==> config.mk <==
export PLATFORM = sky130hd
export DESIGN_NAME = instr_dispatch
export DESIGN_NICKNAME = d
export VERILOG_FILES = /design/src/rtl/instr_dispatch.sv
export SDC_FILE = /design/constraint.sdc
export NUM_CORES = 1
export LEC_CHECK = 0
export ABC_AREA = 1
export CAP_MARGIN = 5
export CORE_MARGIN = 2
export CORE_UTILIZATION = 45
export DETAILED_ROUTE_END_ITERATION = 12
export PLACE_DENSITY = 0.67
export SLEW_MARGIN = 10
export SYNTH_ARGS = -nofsm -noshare
export SYNTH_HDL_FRONTEND = slang
export SYNTH_SLANG_ARGS = --single-unit
==> constraint.sdc <==
create_clock -name clk_in -period 5.1 [get_ports clk_in]
set_clock_uncertainty 0.2 [all_clocks]
set_input_delay 0.51 -clock clk_in [delete_from_list [all_inputs] [get_ports clk_in]]
set_output_delay 0.51 -clock clk_in [all_outputs]
set_load 0.05 [all_outputs]
==> src/rtl/instr_dispatch.sv <==
// instr_dispatch: in-order issue queue that decodes 4-bit opcodes and routes them to memory/FMA and frame-buffer units.
// Defining DISPATCH_PERF_COUNTERS_EN adds the saturating stall_cycles_out counter.
module instr_dispatch #(
    parameter int INSTRUCTION_WIDTH = 32,
    parameter int QUEUE_DEPTH       = 4,
    parameter int FENCE_TIMEOUT     = 1023
) (
    input  logic                         clk_in,
    input  logic                         rst_in,
    input  logic [INSTRUCTION_WIDTH-1:0] instr_in,
    input  logic                         instr_valid_in,
    output logic                         instr_ready_out,
    output logic [INSTRUCTION_WIDTH-1:0] mem_instr_out,
    output logic                         mem_valid_out,
    input  logic                         mem_ready_in,
    input  logic                         mem_busy_in,
    output logic [INSTRUCTION_WIDTH-1:0] fb_instr_out,
    output logic                         fb_valid_out,
    input  logic                         fb_ready_in,
    output logic [$clog2(QUEUE_DEPTH):0] occupancy_out,
    output logic                         done_out,
    output logic                         timeout_out
`ifdef DISPATCH_PERF_COUNTERS_EN
    ,
    output logic [31:0]                  stall_cycles_out
`endif
);
    localparam int PW = $clog2(QUEUE_DEPTH);
    localparam int CW = (FENCE_TIMEOUT > 0) ? $clog2(FENCE_TIMEOUT + 1) : 1;
    localparam logic [PW:0]   DEPTH  = (PW+1)'(QUEUE_DEPTH);
    localparam logic [CW-1:0] FT_MAX = CW'(FENCE_TIMEOUT);

    typedef enum logic [1:0] {RUN, FENCE, DRAIN, DONE} state_t;
    typedef enum logic [1:0] {C_LOCAL, C_MEM, C_FB, C_END} class_t;

    state_t                         state_q, state_d;
    logic [INSTRUCTION_WIDTH-1:0]   fifo_q [QUEUE_DEPTH];
    logic [PW-1:0]                  wr_ptr_q, wr_ptr_d, rd_ptr_q, rd_ptr_d;
    logic [PW:0]                    count_q, count_d;
    logic                           ready_q, ready_d;
    logic [INSTRUCTION_WIDTH-1:0]   mem_instr_q, mem_instr_d, fb_instr_q, fb_instr_d;
    logic                           mem_valid_q, mem_valid_d, fb_valid_q, fb_valid_d;
    logic [CW-1:0]                  fence_cnt_q, fence_cnt_d;
    logic                           timeout_q, timeout_d, done_q, done_d;
    logic [INSTRUCTION_WIDTH-1:0]   head;
    logic [3:0]                     opcode;
    class_t                         cls;
    logic                           push, pop;

    assign head   = fifo_q[rd_ptr_q];
    assign opcode = head[INSTRUCTION_WIDTH-1 -: 4];
    assign push   = instr_valid_in && ready_q;

    always_comb begin
        cls = (opcode == 4'b0001) ? C_END :
              (opcode == 4'b1100) ? C_FB :
              ((opcode >= 4'b0110 && opcode <= 4'b1011) || opcode == 4'b1101 || opcode == 4'b1110) ? C_MEM :
              C_LOCAL;
    end

    // Output registers hold until accepted; a pop only refills a register that is empty or draining this cycle.
    always_comb begin
        state_d     = state_q;
        mem_instr_d = mem_instr_q;
        mem_valid_d = mem_valid_q && !mem_ready_in;
        fb_instr_d  = fb_instr_q;
        fb_valid_d  = fb_valid_q && !fb_ready_in;
        fence_cnt_d = '0;
        pop         = 1'b0;
        case (state_q)
            RUN: begin
                if (count_q != '0) begin
                    if (cls == C_MEM) begin
                        if (!mem_valid_q || mem_ready_in) begin
                            pop         = 1'b1;
                            mem_instr_d = head;
                            mem_valid_d = 1'b1;
                        end
                    end else if (cls == C_FB) begin
                        state_d = FENCE;
                    end else if (cls == C_END) begin
                        pop     = 1'b1;
                        state_d = DRAIN;
                    end else begin
                        pop = 1'b1;
                    end
                end
            end
            FENCE: begin
                fence_cnt_d = (fence_cnt_q == FT_MAX) ? fence_cnt_q : fence_cnt_q + 1'b1;
                if (!mem_valid_q && !mem_busy_in && (!fb_valid_q || fb_ready_in)) begin
                    pop         = 1'b1;
                    fb_instr_d  = head;
                    fb_valid_d  = 1'b1;
                    state_d     = RUN;
                    fence_cnt_d = '0;
                end
            end
            DRAIN: begin
                if (!mem_valid_q && !fb_valid_q && !mem_busy_in) state_d = DONE;
            end
            default: ;
        endcase
    end

    always_comb begin
        count_d   = count_q + (PW+1)'(push) - (PW+1)'(pop);
        wr_ptr_d  = wr_ptr_q + PW'(push);
        rd_ptr_d  = rd_ptr_q + PW'(pop);
        ready_d   = (count_d < DEPTH) && state_d != DONE;
        done_d    = state_d == DONE;
        timeout_d = (FENCE_TIMEOUT != 0) && state_q == FENCE && fence_cnt_q != FT_MAX && fence_cnt_d == FT_MAX;
    end

    always_ff @(posedge clk_in) begin
        if (push) fifo_q[wr_ptr_q] <= instr_in;
    end

    always_ff @(posedge clk_in or negedge rst_in) begin
        if (!rst_in) begin
            state_q     <= RUN;
            wr_ptr_q    <= '0;
            rd_ptr_q    <= '0;
            count_q     <= '0;
            ready_q     <= 1'b0;
            mem_instr_q <= '0;
            mem_valid_q <= 1'b0;
            fb_instr_q  <= '0;
            fb_valid_q  <= 1'b0;
            fence_cnt_q <= '0;
            timeout_q   <= 1'b0;
            done_q      <= 1'b0;
        end else begin
            state_q     <= state_d;
            wr_ptr_q    <= wr_ptr_d;
            rd_ptr_q    <= rd_ptr_d;
            count_q     <= count_d;
            ready_q     <= ready_d;
            mem_instr_q <= mem_instr_d;
            mem_valid_q <= mem_valid_d;
            fb_instr_q  <= fb_instr_d;
            fb_valid_q  <= fb_valid_d;
            fence_cnt_q <= fence_cnt_d;
            timeout_q   <= timeout_d;
            done_q      <= done_d;
        end
    end

    assign instr_ready_out = ready_q;
    assign mem_instr_out   = mem_instr_q;
    assign mem_valid_out   = mem_valid_q;
    assign fb_instr_out    = fb_instr_q;
    assign fb_valid_out    = fb_valid_q;
    assign occupancy_out   = count_q;
    assign done_out        = done_q;
    assign timeout_out     = timeout_q;

`ifdef DISPATCH_PERF_COUNTERS_EN
    logic [31:0] stall_q, stall_d;

    always_comb begin
        stall_d = (&stall_q) ? stall_q : stall_q + 32'((instr_valid_in && !ready_q) || state_q == FENCE);
    end

    always_ff @(posedge clk_in or negedge rst_in) begin
        if (!rst_in) stall_q <= '0;
        else         stall_q <= stall_d;
    end

    assign stall_cycles_out = stall_q;
`endif
endmodule
Word-level counts from Yosys, hierarchy flattened. Memory sizes are Yosys's and may differ from the RTL's. Cells that the tools add are included.

Output and inout bits: 72. Memories kept: 1. Register bits: 88. Bits in writable memories: 128. Input bits: 38.

Memories: fifo_q (words 4, bits a word 32, rd ports 1, clocked after memory_dff 0, write ports 1, line 37) `logic [INSTRUCTION_WIDTH-1:0] fifo_q [QUEUE_DEPTH];`.

Mux-type cells: 27. Add/sub/neg operators: 5. Reductions and logical operators: 24. Equality and inequality tests: 14. Order comparisons: 3.

Operators with widths (number): two-way mux 10 bit (3); equality test 10 bit (second input constant) (2); two-way mux 2 bit (8); two-way mux 1 bit (14); equality test 4 bit (second input constant) (3); logical AND 1 bit (11); adder 10 x 1 -> 10 bit (second input constant) (1); != test 10 bit (second input constant) (1); equality test 2 bit (second input constant) (4); case mux 2 bit (3 select lines) (1); zero test 1 bit (5); adder 2 x 1 -> 2 bit (2); equality test 2 x 1 -> 1 bit (second input constant) (2); equality test 4 x 1 -> 1 bit (second input constant) (1); >= comparator 4 x 3 -> 1 bit (second input constant) (1); <= comparator 4 bit (second input constant) (1); logical OR 1 bit (4); AND reduction 4 bit (1); adder 3 x 1 -> 3 bit (1); < comparator 3 bit (second input constant) (1); nonzero test 3 bit (1); subtractor 3 x 1 -> 3 bit (1); zero test 2 bit (1); != test 2 bit (second input constant) (1); 2 further kinds (2).

Logic depth before layout (Yosys ltp). Gate-level depths: netlist (run 1). An unclocked memory read counts as a cell.

Depth in word-level cells: 16. Gate-level depth with buffers: 18. Gate-level depth less buffers: 18.

Least setup slack after synthesis (run 1). Ideal clock, no wire load.

Kind: reg2reg. Start point: register ready_q (netlist: instr_ready_out). End point: memory fifo_q[0][0] (enable). Data arrival time: 3064 ps. Slack: 1375 ps. Cell stages (with the launch flop): 3. Setup time: 461 ps. Required time: 4439 ps. Period minus slack after synthesis: 3725 ps. Cell sequence: dfrtp_1 > nand2_1 > nor3_1.

Word-level cells in the longest chain between the ends: 3.

RTL lines: from (decl) (line 40) `logic ready_q, ready_d;`; from (signal assigned) (line 138) `ready_q <= ready_d;`; logical AND 1 bit (line 52) `assign push = instr_valid_in && ready_q;`; two-way mux 1 bit (line 116) `if (push) fifo_q[wr_ptr_q] <= instr_in;`; two-way mux 1 bit (not written as such) (line 116); to (decl) (line 37).

No other way between the ends.

Worst setup path after layout (run 1).
Start point: register rd_ptr_q[0]. End point: register mem_instr_q[31] (netlist: mem_instr_out[31]).

Word-level cells in the longest chain between the ends: 10.

RTL lines: from (decl) (line 38) `logic [PW-1:0] wr_ptr_q, wr_ptr_d, rd_ptr_q, rd_ptr_d;`; from (signal assigned) (line 136) `rd_ptr_q <= rd_ptr_d;`; memory read (4 x 32 bit) (*); >= comparator 4 x 3 -> 1 bit / <= comparator 4 bit (equally long branches) (line 57) `((opcode >= 4'b0110 && opcode <= 4'b1011) || opcode == 4'b1101 || opcode == 4'b1110) ? C_MEM :`; logical AND 1 bit (line 57); logical OR 1 bit (2 in a row) (line 57); two-way mux 1 bit (line 57); two-way mux 2 bit (line 56) `(opcode == 4'b1100) ? C_FB :`; two-way mux 2 bit (line 55) `cls = (opcode == 4'b0001) ? C_END :`; equality test 2 x 1 -> 1 bit (line 73) `if (cls == C_MEM) begin`; AND reduction 4 bit (no line); to (signal assigned) (line 139) `mem_instr_q <= mem_instr_d;`; to (decl) (line 41) `logic [INSTRUCTION_WIDTH-1:0] mem_instr_q, mem_instr_d, fb_instr_q, fb_instr_d;`.

Every way passes the cells marked *; elsewhere a longest branch is shown, timed or not. A chain may end at the register's enable or synchronous reset.

==> metrics.txt, run 1 <==
outcome=finished clean; Setup TNS Final=0 ns; Setup crit end kind=flop; Synth Warn #=0; routability cong.=0.806; Post-Syn Instances=762; area grow syn2layout=23.4%; placed cell area=9920 um^2; count of clock tree sinks=216; Pwr Density=around 640 nW/um^2; Reg-to-Reg Start=rd_ptr_q[0]; Routed WL=19000 um; R2R Path End=mem_instr_out[31]; H-tree levels=1; synthesized area per cell=11.3 um^2; 1st-iter DRT viols=399; max_slew headroom=55.4%; Post-Syn Area=8630 um^2; Core ar.=18800 um^2; Total GRT Usage=18.9%; die area=20300 um^2; Setup WS pre-CTS=~1.5 ns; Crit Path Category=flop to flop; initial antenna violation count=1; post-DP HPWL=about 11000 um; post-synthesis cell type count=31; Hold Crit Depth=2; Clk pin slew, worst setup/hold paths=~0.06 ns; Total Power=6860 uW; Tcrit/Tclk final=67.1%; die span in x=142 um; Leak=0.00431 uW; Least-Margin Pin Slew=0.669 ns; die height=142 um; total CTS buffers=23; Ant. Diodes=0; data arrival time of the worst path=about 3.6 ns; r2r worst-path depth=11; fmax=approximately 300 MHz; number of max-cap violations=0; Worst EP required=5.30 ns; Final Hold Violating Endpoints=0; Worst setup SP type=flop; largest net degree at the start of global routing=53; filler instances=1619; DRC=0; syn_nets=between 800 and 900; overflow left after global routing=0; Root Driver=clkbuf_16; Hold WS=about 0.27 ns; sequential element share of the synthesized area=70.0%; #FFs+latches synth=216; row count=50; ANT nets after route=0; clk buf depth=3; hold path startpoint=mem_instr_out[1]; flop2flop setup slack=1.68 ns; min Tclk post-route=approximately 3.4 ns; total I/O pin count=between 100 and 150; worst setup margin=1.68 ns; first-pass GRT wire length=between 30000 and 40000 um; First-pass DRT Iterations=5; worst-path maximum fanout=39; Final setup viols=0; pins over their slew limit=0; TritonCTS clock tree=built; VDD IR max=0.000365 V; # port buffers=109; Skew-Pair Late Insertion Delay=0.49 ns; RSZ-0062 raised after global routing=false; Hold WC Path Type=flop to flop; Starting Density=46.0%; vias per cell=5.18; layout cells sized above 1=8.78%; Net count, final=914; vias post-DR=around 5.8k; wire length per cell=16.9 um; final instance area=roughly 11000 um^2; post-cts sizing count=0; number of global-route vias before repair=5806; Min-Delay Endpoint=mem_instr_out[1]
-- power by group --
group          switching [uW]  internal, uW
combinational            1980           851
clock                     638           935
sequential                229          2220
total                    2850          4010
-- cells in the mapped netlist, drive strengths merged --
cell type | count | area, um^2
a21oi | 3 | 15.0
buf | 19 | 146
clkbuf | 18 | 67.6
dfrtp | 88 | 2200
edfxtp | 128 | 3840
fa | 1 | 20.0
ha | 3 | 37.5
inv | 37 | 139
nand2 | 215 | 847
nand3 | 54 | 330
nand3b | 2 | 15.0
nand4 | 2 | 12.5
nor2 | 78 | 317
nor3 | 10 | 50.1
o21ai | 66 | 330
o22ai | 28 | 175
o41ai | 1 | 8.76
or2 | 2 | 12.5
xnor2 | 5 | 43.8
xor2 | 2 | 17.5
-- stage by stage --
stage | utilization, % | instances
floorplan | - | 762
detailed placement | 52.8 | 1080
finish | 56.7 | 1122
global route | 56.7 | 1122
global placement | 52.8 | 1080
CTS | 56.7 | 1122
-- critical path, cell delays in order, from the launching register on --
cell     delay, ns
dfrtp_2       0.61
inv_2         0.59
nand2_1       0.15
nand3_1       0.15
nand2_4       0.08
nor2_4        0.11
inv_1         0.05
nand2_2       0.09
nand2_4       0.07
nor2_8        0.46
nand2_4       0.44
o21ai_0       0.29
-- flip-flops by register name (all words and copies together) (netlist names) --
name,count
fence_cnt_q,10
state_q,2
fb_valid_out,1
mem_valid_out,1
instr_ready_out,1
wr_ptr_q,2
occupancy_out,3
done_out,1
fifo_q,128
fb_instr_out,32
timeout_out,1
rd_ptr_q,2
mem_instr_out,32
-- worst max-delay path by stage --
stage / from / endpoint / slack, ns / cells past startpoint
global route: rd_ptr_q[0] / instr_ready_out / 1.33 / 16
floorplan: instr_ready_out / fifo_q[0][0] / 1.38 / 2
finish: rd_ptr_q[0] / mem_instr_out[31] / 1.68 / 11
global placement: mem_busy_in / instr_ready_out / 1.56 / 15
CTS: rd_ptr_q[0] / mem_instr_out[31] / 1.60 / 11
detailed placement: mem_busy_in / instr_ready_out / 1.49 / 15
-- what timing repair did --
item | in CTS | in global routing
buffers inserted | 0 | 0
hold buffers | 1 | 0
hold endpoints to repair | 36 | 0
-- layout by cell type, fill, tap and decap left out, types with 3 or more instances in the layout --
master and instances:
clkbuf_1 8, nand2_1 205, nand2_4 3, nand3_2 12, edfxtp_1 128, dfrtp_1 87, o22ai_1 28, nand3_1 42
clkdlybuf4s50_1 108, clkbuf_8 5, nor3_1 6, nor2_1 75, o21ai_0 64, xnor2_1 5, ha_1 3, clkbuf_16 24
a21oi_1 3, nand2_2 7, inv_1 35, nor3_2 4, buf_4 13
-- cells by family (layout without fill, tap and decap cells) --
family | after synthesis | in the layout | synth area share (%)
compound gates | 98 | 98 | 6.13
xor+xnor | 7 | 7 | 0.710
flops | 216 | 216 | 70.0
buf+inv | 74 | 200 | 4.09
simple gates | 363 | 363 | 18.4
fa+ha+maj | 4 | 4 | 0.667
-- layout make-up --
type	instances	area, um^2	share of cell area (%)
well taps	234	293	2.75
clock inverters	4	22.5	0.211
clock buffers	37	699	6.57
inverters	37	139	1.30
flip-flops and latches	216	6050	56.8
repair buffers	122	1190	11.2
multi-input cells	472	2260	21.2
-- routing by layer --
layer	global-route usage (%)	vias up	routed length (um)
met5	0	-	12
met4	4.06	2	216
met3	3.84	22	1050
met2	32.3	155	9270
met1	25.2	2830	8410
li1	-	2801	-
No activity file was read; power rests on OpenSTA's default activity.
==> inputs of run 2 (changes only) <==
--- a/config.mk
+++ b/config.mk
@@ -10,7 +10,7 @@
 export CORE_MARGIN = 2
 export CORE_UTILIZATION = 45
 export DETAILED_ROUTE_END_ITERATION = 12
-export PLACE_DENSITY = 0.67
+export PLACE_DENSITY = 0.7
 export SLEW_MARGIN = 10
 export SYNTH_ARGS = -nofsm -noshare
 export SYNTH_HDL_FRONTEND = slang
==> constraint.sdc (replaced) <==
create_clock -name clk_in -period 3.1 [get_ports clk_in]
set_clock_uncertainty 0.2 [all_clocks]
set_input_delay 0.31 -clock clk_in [delete_from_list [all_inputs] [get_ports clk_in]]
set_output_delay 0.31 -clock clk_in [all_outputs]
set_load 0.05 [all_outputs]
==> run 2 against run 1 <==
Net effect:
- global-route usage about the same
- setup slack got worse by 1.3 ns
- register-to-register slack got worse by 1.3 ns
- sequential power up 64%
- cell count increased by 0.80%
- utilization increased by 0.70 points
- largest cell class unchanged
- highest routed layer is now met4
==> metrics.txt, run 2 (same netlist as run 1, synthesis figures left out) <==
outcome=finished clean; filler instances=1577 (-2.6%); wire length per cell=16.7 um (-0.91%); first-pass GRT wire length=30100 um (-0.14%); 1st-iter DRT viols=312 (-22%); Worst setup SP type=flop; post-DP HPWL=11700 um (+2.3%); Setup crit end kind=flop; die span in x=142 um (unchanged); Least-Margin Pin Slew=0.582 ns (-0.0864 ns); die height=142 um (unchanged); ANT nets after route=0 (unchanged); RSZ-0062 raised after global routing=false; Setup TNS Final=0 ns (unchanged); overflow left after global routing=0 (unchanged); Total Power=11500 uW (+68%); number of global-route vias before repair=5762 (-0.76%); Ant. Diodes=0 (unchanged); Root Driver=clkbuf_16; Starting Density=46.0% (unchanged); VDD IR max=0.000671 V (+84%); r2r worst-path depth=15 (+4); flop2flop setup slack=0.33 ns (-1.35 ns); # port buffers=109 (unchanged); layout cells sized above 1=10.7% (+1.9 points); vias post-DR=5884 (+1.3%); initial antenna violation count=0 (-1); max reg flops=128 (unchanged); Crit Path Category=flop to flop; clk buf depth=3 (unchanged); Net count, final=923 (+0.98%); TritonCTS clock tree=built; Skew-Pair Late Insertion Delay=0.50 ns (about the same); Setup WS pre-CTS=0.193 ns (-1.30 ns); number of max-cap violations=0 (unchanged); area grow syn2layout=24.9%; Final setup viols=0 (unchanged); die area=20300 um^2 (unchanged); Final Hold Violating Endpoints=0 (unchanged); Hold WC Path Type=primary input to async pin; row count=50 (unchanged); Total GRT Usage=19.0% (+0.032 points); Worst EP required=3.28 ns (-2.02 ns); most common cell after layout, fill and taps aside=nand2_1; Clk pin slew, worst setup/hold paths=0.06 ns (about the same); Routed WL=18900 um (-0.12%); count of clock tree sinks=216 (unchanged); max_slew headroom=61.2% (+5.8 points); worst-path maximum fanout=9 (-77%); Pwr Density=1070 nW/um^2 (+66%); R2R Path End=instr_ready_out; post-route core utilization=57.4% (+0.70 points); commonest cells after routing, fill and taps aside=nand2_1, edfxtp_1, clkdlybuf4s50_1, dfrtp_1, nor2_1; total CTS buffers=22 (-4.3%); routability cong.=0.855 (+6.1%); Tcrit/Tclk final=89.4% (+22 points); min Tclk post-route=2.77 ns (-0.650 ns); worst setup margin=0.329 ns (-1.35 ns); pins over their slew limit=0 (unchanged); H-tree levels=1 (unchanged); largest net degree at the start of global routing=48 (-9.4%); Core ar.=18800 um^2 (unchanged); Reg-to-Reg Start=rd_ptr_q[1]; Top reg by flops=fifo_q; vias per cell=5.20 (+0.47%); First-pass DRT Iterations=5 (unchanged); Leak=0.00439 uW (+1.9%); data arrival time of the worst path=2.95 ns (-0.67 ns); DRC=0 (unchanged); total I/O pin count=110 (unchanged); fmax=361 MHz (+23%)
-- run 2: worst max-delay path by stage --
stage,startpoint,to
final,rd_ptr_q[1],instr_ready_out
after floorplan,instr_ready_out,fifo_q[0][0]
after detailed placement,rd_ptr_q[0],instr_ready_out
after CTS,rd_ptr_q[0],instr_ready_out
after global placement,rd_ptr_q[0],instr_ready_out
after global routing,rd_ptr_q[0],instr_ready_out
-- run 2: layout make-up --
class	count	area (um^2)	share of cell area, %
Sequential cell	216	6050	56.1
Multi-Input combinational cell	472	2260	21.0
Timing Repair Buffer	132	1280	11.8
Clock buffer	27	611	5.66
Tap cell	234	293	2.72
Clock inverter	13	153	1.42
Inverter	37	141	1.31
-- run 2: per-stage QoR --
| stage | area, um^2 | cells | hold WS [ns] |
|---|---|---|---|
| 2_1_floorplan | 8630 | 762 | -0.186 |
| 3_3_place_gp | 9970 | 1086 | 0.149 |
| 3_5_place_dp | 9970 | 1086 | 0.142 |
| 4_1_cts | 10700 | 1127 | 0.174 |
| 5_1_grt | 10800 | 1131 | 0.207 |
| 6_report | 10800 | 1131 | 0.155 |
-- run 2: power by group --
group	internal [uW]	total [uW]	switching, uW	leakage [uW]
Sequential	3660	4020	361	0.00227
Combinational	1480	4780	3300	0.00175
Clock	1660	2730	1070	0.000375
-- run 2: routing by layer --
| layer | part of all wire [%] | GRT usage [%] | up-vias |
|---|---|---|---|
| met2 | 48 | 30.9 | 162 |
| met3 | 6.0 | 3.40 | 35 |
| met5 | 0 | 0 | - |
| met4 | 2.5 | 6.46 | 0 |
| li1 | - | - | 2810 |
| met1 | 44 | 25.8 | 2877 |
-- run 2: worst max-delay path, stage by stage (launching register included) --
cell and delay [ns]:
dfrtp_1 0.53, inv_2 0.14, nand3_1 0.13, nand2_2 0.11, nor2_4 0.11, nand3_2 0.11, nand3_1 0.10, nand2_1 0.09
nand2_1 0.15, nand2_1 0.09, nand2_1 0.07, ha_1 0.13, inv_1 0.05, fa_1 0.37, xnor2_1 0.23, nor2_1 0.06
-- run 2: timing repair --
action / in CTS / in global routing
gates resized for setup: 0 / 2
hold buffers: 1 / 0
setup endpoints to repair: 0 / 1
buffers inserted: 0 / 4
endpoints found under the hold margin: 41 / 0
